--- config.mk ---
export PLATFORM = sky130hd
export DESIGN_NAME = sat_counter_predictor_table
export DESIGN_NICKNAME = d
export VERILOG_FILES = /design/src/rtl/pred_pkg.sv /design/src/rtl/sat_ctr_next.sv /design/src/rtl/sat_counter_predictor_table.sv
export SDC_FILE = /design/constraint.sdc
export NUM_CORES = 1
export LEC_CHECK = 0
export CAP_MARGIN = 20
export CORE_MARGIN = 2
export CORE_UTILIZATION = 58
export CTS_CLUSTER_SIZE = 14
export DETAILED_ROUTE_END_ITERATION = 8
export PLACE_DENSITY = 0.92
export SYNTH_ARGS = -nofsm -noshare
export SYNTH_HDL_FRONTEND = slang
export SYNTH_SLANG_ARGS = --single-unit
--- constraint.sdc ---
create_clock -name clk -period 5.09 [get_ports clk]
set_clock_uncertainty 0.05 [all_clocks]
set_input_delay 1.2725 -clock clk [delete_from_list [all_inputs] [get_ports clk]]
set_output_delay 1.2725 -clock clk [all_outputs]
set_load 0.01 [all_outputs]
--- src/rtl/pred_pkg.sv ---
// Shared types and helpers for the saturating-counter branch predictor.
// Counter math is done in 32 bits so one helper serves every counter width.
package pred_pkg;

    localparam int MODE_BIMODAL = 0;
    localparam int MODE_GSHARE  = 1;

    function automatic int unsigned ctr_init(input int unsigned width);
        return (32'd1 << (width - 1)) - 32'd1;
    endfunction

    function automatic int unsigned sat_next(
        input int unsigned ctr,
        input logic        taken,
        input int unsigned width
    );
        int unsigned max_v;
        max_v = (32'd1 << width) - 32'd1;
        if (taken) begin
            return (ctr >= max_v) ? max_v : ctr + 32'd1;
        end
        return (ctr == 32'd0) ? 32'd0 : ctr - 32'd1;
    endfunction

endpackage

--- src/rtl/sat_ctr_next.sv ---
// Combinational saturating increment/decrement of one predictor counter.
// Shared by the table write path and the same-index read bypass.
module sat_ctr_next
    import pred_pkg::*;
#(
    parameter int CTR_WIDTH = 2
) (
    input  logic [CTR_WIDTH-1:0] ctr_i,
    input  logic                 taken_i,
    output logic [CTR_WIDTH-1:0] ctr_o
);

    assign ctr_o = CTR_WIDTH'(sat_next(32'(ctr_i), taken_i, CTR_WIDTH));

endmodule

--- src/rtl/sat_counter_predictor_table.sv ---
// Branch direction predictor: table of saturating counters, bimodal or gshare
// indexing, one-cycle registered prediction, resolution-time update.
module sat_counter_predictor_table
    import pred_pkg::*;
#(
    parameter int CTR_WIDTH  = 2,
    parameter int INDEX_BITS = 4,
    parameter int ADDR_WIDTH = 8,
    parameter int HIST_BITS  = 4,
    parameter int MODE       = 0,
    parameter int MISS_WIDTH = 16
) (
    input  logic                  clk,
    input  logic                  reset,
    input  logic                  req_valid,
    input  logic [ADDR_WIDTH-1:0] req_addr,
    output logic                  pred_valid,
    output logic                  pred_taken,
    output logic [CTR_WIDTH-1:0]  pred_ctr,
    output logic [INDEX_BITS-1:0] pred_index,
    input  logic                  upd_valid,
    input  logic [INDEX_BITS-1:0] upd_index,
    input  logic                  upd_taken,
    input  logic                  upd_mispred,
    output logic [MISS_WIDTH-1:0] miss_count
);

    localparam int ENTRIES = 1 << INDEX_BITS;
    localparam logic [CTR_WIDTH-1:0] WEAK_NT = CTR_WIDTH'(ctr_init(CTR_WIDTH));

    logic [CTR_WIDTH-1:0]  ctr_q [ENTRIES];
    logic [CTR_WIDTH-1:0]  ctr_d [ENTRIES];
    logic [HIST_BITS-1:0]  ghr_q, ghr_d;
    logic [MISS_WIDTH-1:0] miss_q, miss_d;

    logic                  pred_valid_q, pred_valid_d;
    logic                  pred_taken_q, pred_taken_d;
    logic [CTR_WIDTH-1:0]  pred_ctr_q, pred_ctr_d;
    logic [INDEX_BITS-1:0] pred_index_q, pred_index_d;

    logic [INDEX_BITS-1:0] req_idx;
    logic [CTR_WIDTH-1:0]  upd_next;
    logic [CTR_WIDTH-1:0]  rd_ctr;
    logic                  bypass;
    logic                  unused_addr;

    // Upper address bits do not take part in indexing.
    assign unused_addr = ^req_addr;

    assign req_idx = (MODE == MODE_GSHARE)
                   ? req_addr[INDEX_BITS-1:0] ^ INDEX_BITS'(ghr_q)
                   : req_addr[INDEX_BITS-1:0];

    sat_ctr_next #(
        .CTR_WIDTH (CTR_WIDTH)
    ) u_upd_next (
        .ctr_i   (ctr_q[upd_index]),
        .taken_i (upd_taken),
        .ctr_o   (upd_next)
    );

    assign bypass = upd_valid && (upd_index == req_idx);
    assign rd_ctr = bypass ? upd_next : ctr_q[req_idx];

    always_comb begin
        ctr_d = ctr_q;
        if (upd_valid) begin
            ctr_d[upd_index] = upd_next;
        end
    end

    always_comb begin
        ghr_d = ghr_q;
        if (MODE == MODE_GSHARE && upd_valid) begin
            ghr_d = HIST_BITS'({ghr_q, upd_taken});
        end
    end

    always_comb begin
        miss_d = miss_q;
        if (upd_valid && upd_mispred && !(&miss_q)) begin
            miss_d = miss_q + 1'b1;
        end
    end

    always_comb begin
        pred_valid_d = req_valid;
        pred_taken_d = pred_taken_q;
        pred_ctr_d   = pred_ctr_q;
        pred_index_d = pred_index_q;
        if (req_valid) begin
            pred_ctr_d   = rd_ctr;
            pred_taken_d = rd_ctr[CTR_WIDTH-1];
            pred_index_d = req_idx;
        end
    end

    always_ff @(posedge clk) begin
        if (reset) begin
            for (int i = 0; i < ENTRIES; i++) begin
                ctr_q[i] <= WEAK_NT;
            end
            ghr_q        <= '0;
            miss_q       <= '0;
            pred_valid_q <= 1'b0;
            pred_taken_q <= 1'b0;
            pred_ctr_q   <= '0;
            pred_index_q <= '0;
        end else begin
            ctr_q        <= ctr_d;
            ghr_q        <= ghr_d;
            miss_q       <= miss_d;
            pred_valid_q <= pred_valid_d;
            pred_taken_q <= pred_taken_d;
            pred_ctr_q   <= pred_ctr_d;
            pred_index_q <= pred_index_d;
        end
    end

    assign pred_valid = pred_valid_q;
    assign pred_taken = pred_taken_q;
    assign pred_ctr   = pred_ctr_q;
    assign pred_index = pred_index_q;
    assign miss_count = miss_q;

endmodule
==> impl_metrics.csv, run 1 <==
group,metric,value,unit
critical_path,worstSetupEndpointType,"register",
sta,hold_viol,0,
grt,grt_overflow,0,
floorplanning,dieWidth,73.4,um
drt,final_antenna_net_count,0,
synthesis,synth_edf_count,0,
placement,gp_congestion,0.888,
synthesis,syn_area,2800,um^2
critical_path,cp_max_fo,17,
cts,ctsResizeCount,0,
floorplanning,dieHeight,73.4,um
drt,drt-total-wl,6400,um
critical_path,worst_ep_required_time,5230,ps
finish,final_nets,351,
synthesis,synth_cell_types,39,
drt,avgRoutedWirePerCell,16.5,um
grt,grt_first_pass_wirelength,10400,um
drt,dr_wl_met3,331,um
synthesis,syn_area_per_cell,9.10,um^2
synthesis,synth_top_area_cell,"dfxtp_1",
placement,place_hpwl,4510,um
drt,dr.pass1.iters,4,
synthesis,yosys_warnings,0,
synthesis,synth_top_area_share,39.4,%
synthesis,syn_inst,307,
critical_path,r2r_setup_slack,2620,ps
worst_hold_path,worstHoldStart,"ctr_q[24]$_SDFFE_PP1P_",
worst_hold_path,min_to,"ctr_q[24]$_SDFFE_PP1P_",
synthesis,synth.most_common_cell,"dfxtp_1",
finish,utilization,69.6,%
drt,dr.max_layer_used,"met4",
drt,vias,2386,
finish,diodes,0,
cts,clkLatencyLatePin,320,ps
floorplanning,initial_utilization,59.6,%
cts,root_buffer,"clkbuf_8",
power_and_ir_drop,peakVddDrop,147,uV
cts,clkTransAtPathRegs,110,ps
synthesis,yosys-top-cells-count,"dfxtp_1 (55), nand2_1 (45), nor2_1 (43), nor3_1 (18), a21oi_1 (16)",
synthesis,async_flop_share,0,%
sta,fin_crit_sh,78.8,%
cts,numCtsBuffers,5,
floorplanning,die-area,5390,um^2
synthesis,ys_seq_area_share,39.4,%
grt,track_usage,24.7,%
placement,io_buffers,37,
sta,timing.slew.headroom,25.5,%
cts,clock-sinks,55,
critical_path,r2r_start,"miss_count[7]$_SDFFE_PP0P_",
synthesis,syn_nets,326,
worst_hold_path,hold_path_depth,2,
cts,htreeDepth,2,
drt,wl_met1,2770,um
critical_path,path_class,"input pin to register",
cts,cts_tree,"done",
synthesis,ys_ff_latch,55,
sta,min_period,4010,ps
status,status,"completed",
grt,first_global_vias,2245,
critical_path,arrival,4150,ps
drt,route.met2.wl,3180,um
critical_path,r2r_end,"miss_count[11]$_SDFFE_PP0P_",
floorplanning,rows,25,
floorplanning,ioPinCount,42,
cts,post_cts_buffers,0,
sta,rsz0062_at_grt,"false",
power_and_ir_drop,p_per_area,259,nW/um^2
grt,grt_max_degree,23,
sta,worst_pin_slew,1100,ps
sta,final_max_slew_viol_count,0,
cts,clock_path_buffers,2,
synthesis,synth_ff_type,"dfxtp_1",
flow_run,maxCapViolCount,0,
sta,setup_viol,0,
finish,area_delta_synth_final,16.9,%
critical_path,critPathLaunchType,"input pin",
synthesis,synthTopCellsByArea,"dfxtp_1 (39%), mux4_2 (12%), nand2_1 (6.0%)",
worst_hold_path,hold_class,"register to register",
drt,drc,0,
finish,drive_gt1_share,8.71,%
sta,max_freq,0.249,GHz
floorplanning,fp.coreArea,4690,um^2
sta,tns,0,ps
power_and_ir_drop,leakagePower,1.19,nW
grt,antenna_found_initial,0,
drt,drt-initial-drc-count,162,
drt,viasPerCell,6.17,
critical_path,r2r_cells,6,
cts,cts_hold_buffers,0,
## critical path: stages
cell and delay, ps:
clkdlybuf4s50_1 950, mux4_2 620, a22oi_2 220, nand3_2 110
maj3_1 620, mux2i_1 260, a211oi_1 90
## worst max path at each step
| stage | startpoint | end | slack [ps] |
|---|---|---|---|
| after floorplan | upd_index[0] | ctr_q[9]$_SDFFE_PP0P_ | 1920 |
| after global placement | upd_index[0] | pred_taken$_SDFFE_PP0P_ | 770 |
| after detailed placement | upd_index[0] | pred_taken$_SDFFE_PP0P_ | 760 |
| after CTS | upd_index[0] | pred_taken$_SDFFE_PP0P_ | 1090 |
| after global routing | upd_index[0] | pred_taken$_SDFFE_PP0P_ | 930 |
| final | upd_index[0] | pred_taken$_SDFFE_PP0P_ | 1080 |
## placed cells by master, fill, tap and decap left out, drive strengths merged, types with 7 or more instances in the layout
| master | Yosys | layout |
|---|---|---|
| clkdlybuf4s50 | 0 | 37 |
| xor2 | 12 | 12 |
| mux2i | 8 | 8 |
| dfxtp | 55 | 55 |
| nand2 | 45 | 45 |
| nor2b | 7 | 7 |
| nor2 | 43 | 43 |
| o211ai | 14 | 14 |
| mux4 | 18 | 18 |
| nor3 | 18 | 18 |
| nand3 | 11 | 11 |
| a21oi | 16 | 16 |
## stage by stage
stage                     area, um^2  power [mW]  hold slack (ps)  instances  worst slack [ps]
final                           3270       0.845              456        387              1080
after global routing            3270       0.874              472        387               932
after CTS                       3270       0.847              456        387              1090
after detailed placement        3150       0.557              441        379               755
after global placement          3150       0.553              426        379               768
after floorplan                 2800       0.522              409        307              1920
## per-layer routing
metal	GRT usage, %	up-vias
met5	0	-
met1	30.8	1150
li1	-	1145
met2	42.5	79
met3	3.02	12
met4	11.1	0
## cells by family after synthesis
group	count (synthesis)	share of synthesized area [%]
DFF	55	39.4
AOI/OAI and AO/OA	43	10.0
muxes	27	18.3
xor gates and xnor gates	16	5.01
adders and majority gates	3	1.21
and+or+nand+nor	138	22.2
buffers and inverters	25	3.89
## where the power goes
| part | internal, mW | switching (mW) | total, mW |
|---|---|---|---|
| Clock | 0.149 | 0.147 | 0.296 |
| Combinational | 0.0444 | 0.0568 | 0.101 |
| Sequential | 0.440 | 0.00709 | 0.447 |
## flip-flops by register name, indices dropped and copies added, names as in the netlist
| register | cells |
|---|---|
| ctr_q | 32 |
| miss_count | 16 |
| pred_ctr | 1 |
| pred_index | 4 |
| pred_taken | 1 |
| pred_valid | 1 |
## area by class of cell
type	instances	area (um^2)
timing repair buffer	38	378
clock inverter	3	47.5
clock buffer	5	68.8
inverter	5	18.8
sequential	55	1100
tap	54	67.6
multi-input combinational	227	1590
fill	355	1430
No activity file was read; power rests on OpenSTA's default activity.
==> inputs of run 2 (changes only) <==
--- a/config.mk
+++ b/config.mk
@@ -7,10 +7,10 @@
 export LEC_CHECK = 0
 export CAP_MARGIN = 20
 export CORE_MARGIN = 2
-export CORE_UTILIZATION = 58
+export CORE_UTILIZATION = 54
 export CTS_CLUSTER_SIZE = 14
 export DETAILED_ROUTE_END_ITERATION = 8
-export PLACE_DENSITY = 0.92
+export PLACE_DENSITY = 0.87
 export SYNTH_ARGS = -nofsm -noshare
 export SYNTH_HDL_FRONTEND = slang
 export SYNTH_SLANG_ARGS = --single-unit
==> constraint.sdc (replaced) <==
create_clock -name clk -period 4 [get_ports clk]
set_clock_uncertainty 0.05 [all_clocks]
set_input_delay 1 -clock clk [delete_from_list [all_inputs] [get_ports clk]]
set_output_delay 1 -clock clk [all_outputs]
set_load 0.01 [all_outputs]
==> run 2 against run 1 <==
  * Routed wire length rose by 3.3%
  * Via count rose by 0.46%
  * Flip-flop and latch count is the same
  * Worst hold slack got worse by 2.9 ps
  * Final area is 1.0% higher
  * Utilization is 4.2 points lower
  * Critical endpoint unchanged
  * Highest routed layer unchanged
==> impl_metrics.csv, run 2 (same netlist as run 1, synthesis figures left out) <==
group,metric,value,unit
finish,final_cell_mix,"dfxtp_1 (55), nand2_1 (45), nor2_1 (43)",
cts,clock_path_buffers,2,
drt,drc,0,
finish,multi_input_area,1590,um^2
power_and_ir_drop,power.share.switching,26.7,%
floorplanning,rows,26,
critical_path,cpPeakStageDelay,800,ps
drt,drt-total-wl,6610,um
critical_path,r2r_cells,6,
cts,numCtsBuffers,5,
critical_path,critPathLaunchType,"input pin",
drt,drt-initial-drc-count,182,
cts,clkLatencyLatePin,320,ps
floorplanning,ioPinCount,42,
power_and_ir_drop,p_per_area,309,nW/um^2
sta,tns,0,ps
sta,max_freq,0.294,GHz
critical_path,worstSetupEndpointType,"register",
finish,num-fill-cells,394,
grt,track_usage,23.9,%
flow_run,maxCapViolCount,0,
critical_path,r2r_end,"miss_count[11]$_SDFFE_PP0P_",
sta,setup_viol,0,
cts,root_buffer,"clkbuf_8",
power_and_ir_drop,seqPwrFrac,55.8,%
grt,grt_overflow,0,
sta,rsz0062_at_grt,"false",
grt,grt_max_degree,43,
worst_hold_path,worstHoldStart,"ctr_q[12]$_SDFFE_PP1P_",
floorplanning,initial_utilization,55.4,%
finish,drive_gt1_share,9.52,%
sta,fin_crit_sh,85.2,%
power_and_ir_drop,intPower,0.748,mW
drt,viasPerCell,5.90,
drt,dr.pass1.iters,4,
placement,place_hpwl,4590,um
drt,avgRoutedWirePerCell,16.3,um
floorplanning,dieWidth,75.9,um
finish,largest_reg_flops,32,
sta,worst_pin_slew,1010,ps
finish,register_area,1100,um^2
critical_path,worst_ep_required_time,4140,ps
finish,final_common_cell,"dfxtp_1",
sta,final_max_slew_viol_count,0,
finish,diodes,0,
floorplanning,dieHeight,75.9,um
sta,hold_viol,0,
drt,final_antenna_net_count,0,
worst_hold_path,min_to,"ctr_q[12]$_SDFFE_PP1P_",
finish,top_register,"ctr_q",
critical_path,crit_start,"upd_index[1]",
critical_path,slowest_stage,"clkdlybuf4s50_1",
critical_path,cp_max_fo,17,
critical_path,arrival,3550,ps
critical_path,path_cells,"clkdlybuf4s50_1 > mux4_2 > a22oi_2 > nand3_2 > maj3_1 > mux2i_1 > a211oi_1",
worst_hold_path,hold_path_depth,2,
power_and_ir_drop,total_power,1.02,mW
cts,ctsResizeCount,0,
grt,first_global_vias,2332,
finish,area_delta_synth_final,18.0,%
power_and_ir_drop,peakVddDrop,243,uV
drt,vias,2397,
power_and_ir_drop,clkPwrFrac,31.2,%
cts,htreeDepth,2,
placement,gp_congestion,0.866,
worst_hold_path,hold_class,"register to register",
status,status,"completed",
placement,io_buffers,37,
grt,antenna_found_initial,0,
cts,cts_hold_buffers,0,
sta,min_period,3410,ps
critical_path,r2r_start,"miss_count[7]$_SDFFE_PP0P_",
cts,cts_tree,"done",
cts,clock-sinks,55,
power_and_ir_drop,leakagePower,1.20,nW
floorplanning,die-area,5770,um^2
grt,grt_first_pass_wirelength,11100,um
power_and_ir_drop,comb_power_share,13.1,%
cts,post_cts_buffers,0,
critical_path,r2r_setup_slack,1600,ps
power_and_ir_drop,power.switching,0.272,mW
finish,final_nets,354,
critical_path,path_class,"input pin to register",
cts,clkTransAtPathRegs,110,ps
sta,timing.slew.headroom,31.5,%
floorplanning,fp.coreArea,5040,um^2
run 2: worst max-delay path: cells and delay by family:
kind / cells / cell delay [ps]
buf+inv: 1 / 800
compound gates: 2 / 330
mux: 2 / 700
fa+ha+maj: 1 / 610
simple gates: 1 / 110
run 2: cell type report:
class	instances	area share, %
Tap cell	70	2.65
Timing Repair Buffer	41	12.5
Clock inverter	3	0.758
Inverter	5	0.569
Sequential cell	55	33.4
Clock buffer	5	2.09
Multi-Input combinational cell	227	48.0
run 2: worst max path at each step:
stage                              end  slack, ps  cells past startpoint
2_1_floorplan    ctr_q[9]$_SDFFE_PP0P_       1100                      8
3_3_place_gp   pred_taken$_SDFFE_PP0P_        320                      8
3_5_place_dp   pred_taken$_SDFFE_PP0P_        280                      8
4_1_cts        pred_taken$_SDFFE_PP0P_        620                      8
5_1_grt        pred_taken$_SDFFE_PP0P_        500                      8
6_report       pred_taken$_SDFFE_PP0P_        590                      7
run 2: power groups by stage:
stage / Combinational (mW) / Sequential, mW / Clock [mW]
6_report: 0.133 / 0.569 / 0.318
5_1_grt: 0.144 / 0.571 / 0.350
4_1_cts: 0.133 / 0.569 / 0.327
3_5_place_dp: 0.132 / 0.581 / 0
3_3_place_gp: 0.128 / 0.580 / 0
2_1_floorplan: 0.0824 / 0.582 / 0
run 2: metal layers:
metal | vias to the layer above | part of all wire, % | wire, um | track usage, %
li1 | 1154 | - | - | -
met1 | 1121 | 40 | 2640 | 27.9
met2 | 91 | 50 | 3280 | 40.5
met3 | 31 | 5.3 | 352 | 4.76
met4 | 0 | 5.1 | 337 | 14.7
met5 | - | 0 | 0 | 0
run 2: per-stage QoR:
stage	worst slack [ps]	area [um^2]	hold WS, ps	util, %	cells
2_1_floorplan	1100	2800	409	-	307
3_3_place_gp	317	3210	429	63.6	398
3_5_place_dp	278	3210	438	63.6	398
4_1_cts	618	3300	457	65.4	406
5_1_grt	499	3300	482	65.4	406
6_report	593	3300	453	65.4	406
==> inputs of run 3 (changes only) <==
--- a/config.mk
+++ b/config.mk
@@ -7,10 +7,11 @@
 export LEC_CHECK = 0
 export CAP_MARGIN = 20
 export CORE_MARGIN = 2
-export CORE_UTILIZATION = 54
+export CORE_UTILIZATION = 56
+export CTS_BUF_LIST = sky130_fd_sc_hd__clkbuf_4
 export CTS_CLUSTER_SIZE = 14
 export DETAILED_ROUTE_END_ITERATION = 8
-export PLACE_DENSITY = 0.87
+export PLACE_DENSITY = 0.89
 export SYNTH_ARGS = -nofsm -noshare
 export SYNTH_HDL_FRONTEND = slang
 export SYNTH_SLANG_ARGS = --single-unit
==> run 3 against run 2 <==
  * Setup slack gained 140 ps
  * Count of clock-buffer cells in the layout is the same
  * Combinational power is essentially flat
  * Flip-flop and latch count is the same
  * Total power shrank 1.6%
  * Critical path depth grew 2
  * Highest routed layer unchanged
==> impl_metrics.csv, run 3 (same netlist as run 1, synthesis figures left out) <==
group,metric,value,unit
critical_path,path_cells,"clkdlybuf4s50_1 > buf_4 > mux4_1 > nand3_1 > nand4_1 > maj3_1 > buf_4 > mux2i_1 > a211oi_1",
floorplanning,fp.coreArea,4750,um^2
sta,timing.slew.headroom,27.9,%
floorplanning,rows,25,
floorplanning,dieHeight,74.7,um
critical_path,worst_ep_required_time,4210,ps
drt,dr.pass1.iters,5,
finish,top_register,"ctr_q",
sta,tns,0,ps
placement,place_hpwl,4700,um
floorplanning,initial_utilization,58.8,%
worst_hold_path,worstHoldStart,"ctr_q[18]$_SDFFE_PP1P_",
grt,track_usage,25.4,%
critical_path,r2r_cells,6,
status,status,"completed",
floorplanning,die-area,5570,um^2
finish,final_nets,357,
finish,largest_reg_flops,32,
drt,drc,0,
critical_path,cp.depth,9,
sta,fin_crit_sh,81.6,%
finish,multi_input_area,1590,um^2
sta,worst_pin_slew,1070,ps
cts,root_buffer,"clkbuf_4",
drt,avgRoutedWirePerCell,15.9,um
critical_path,slowest_stage,"clkdlybuf4s50_1",
cts,numCtsBuffers,5,
cts,post_cts_buffers,0,
grt,grt_overflow,0,
flow_run,maxCapViolCount,0,
finish,final_common_cell,"dfxtp_1",
finish,stdcell_area,3290,um^2
sta,rsz0062_at_grt,"false",
finish,drive_gt1_share,10.0,%
critical_path,crit_buf_inv,3,
critical_path,critPathLaunchType,"input pin",
drt,drt-initial-drc-count,200,
critical_path,arrival,3470,ps
placement,io_buffers,37,
drt,vias,2436,
cts,clock-sinks,55,
critical_path,r2r_start,"miss_count[7]$_SDFFE_PP0P_",
critical_path,cp_max_fo,9,
worst_hold_path,hold_path_depth,2,
cts,clkTransAtPathRegs,140,ps
sta,min_period,3260,ps
finish,area_delta_synth_final,17.6,%
grt,grt_max_degree,30,
critical_path,cpPeakStageDelay,690,ps
cts,cts_hold_buffers,0,
finish,final_cell_mix,"dfxtp_1 (55), nand2_1 (45), nor2_1 (43)",
power_and_ir_drop,peakVddDrop,252,uV
sta,max_freq,0.307,GHz
critical_path,worstSetupEndpointType,"register",
power_and_ir_drop,p_per_area,305,nW/um^2
finish,diodes,0,
cts,cts_tree,"done",
critical_path,path_class,"input pin to register",
sta,final_max_slew_viol_count,0,
drt,viasPerCell,6.00,
finish,register_area,1100,um^2
finish,num-fill-cells,396,
drt,drt-total-wl,6450,um
floorplanning,ioPinCount,42,
critical_path,critPathTopFamily,"buffers and inverters",
cts,clock_path_buffers,2,
cts,htreeDepth,2,
grt,first_global_vias,2356,
critical_path,r2r_setup_slack,1490,ps
placement,gp_congestion,0.977,
sta,holdWs,460,ps
grt,antenna_found_initial,0,
critical_path,path_common_cell,"buf_4",
worst_hold_path,hold_class,"register to register",
grt,grt_first_pass_wirelength,10800,um
worst_hold_path,min_to,"ctr_q[18]$_SDFFE_PP1P_",
cts,ctsResizeCount,0,
sta,setup_viol,0,
cts,clkLatencyLatePin,380,ps
sta,hold_viol,0,
drt,final_antenna_net_count,0,
critical_path,r2r_end,"miss_count[11]$_SDFFE_PP0P_",
power_and_ir_drop,leakagePower,1.21,nW
placement,placed_cell_area,3210,um^2
floorplanning,dieWidth,74.7,um
[run 3: layout make-up]
cell class / count / area share, %
well taps: 67 / 2.55
repair buffers: 44 / 12.9
clock buffers: 5 / 1.14
flip-flops and latches: 55 / 33.5
clock inverters: 3 / 1.18
inverters: 5 / 0.571
multi-input cells: 227 / 48.2
[run 3: routing by layer]
| metal | vias up | share of wire [%] | GRT usage, % |
|---|---|---|---|
| li1 | 1159 | - | - |
| met1 | 1161 | 42 | 31.6 |
| met5 | - | 0 | 0 |
| met2 | 98 | 50 | 44.6 |
| met4 | 0 | 1.8 | 8.13 |
| met3 | 18 | 5.8 | 4.69 |
[run 3: worst reg2reg max path: stages (launching register included)]
cell and delay [ps]:
dfxtp_1 470, and4_1 320, nand4_1 190, o41ai_1 1010, nor2_1 140, xnor2_1 190, nor2_1 50
[run 3: worst max-delay path by stage]
stage | from | to | slack [ps]
after floorplan | upd_index[0] | ctr_q[9]$_SDFFE_PP0P_ | 1100
after global placement | upd_index[0] | pred_taken$_SDFFE_PP0P_ | 340
after detailed placement | upd_index[0] | pred_taken$_SDFFE_PP0P_ | 310
after CTS | upd_index[0] | pred_taken$_SDFFE_PP0P_ | 720
after global routing | upd_index[0] | pred_taken$_SDFFE_PP0P_ | 590
final | upd_index[0] | pred_taken$_SDFFE_PP0P_ | 740
[run 3: metrics by stage]
| step | power (mW) | setup slack, ps | utilization (%) | std cells |
|---|---|---|---|---|
| after floorplan | 0.664 | 1100 | - | 307 |
| after CTS | 1.01 | 723 | 69.2 | 406 |
| after detailed placement | 0.715 | 313 | 67.6 | 398 |
| after global routing | 1.04 | 588 | 69.2 | 406 |
| final | 1.00 | 738 | 69.2 | 406 |
| after global placement | 0.710 | 342 | 67.6 | 398 |
[run 3: report_power, final]
| group | internal (mW) | switching [mW] | leakage, nW | total (mW) |
|---|---|---|---|---|
| Clock | 0.129 | 0.170 | 0.0426 | 0.299 |
| Sequential | 0.561 | 0.00926 | 0.447 | 0.570 |
| Combinational | 0.0616 | 0.0731 | 0.717 | 0.135 |
| Total | 0.751 | 0.252 | 1.21 | 1.00 |
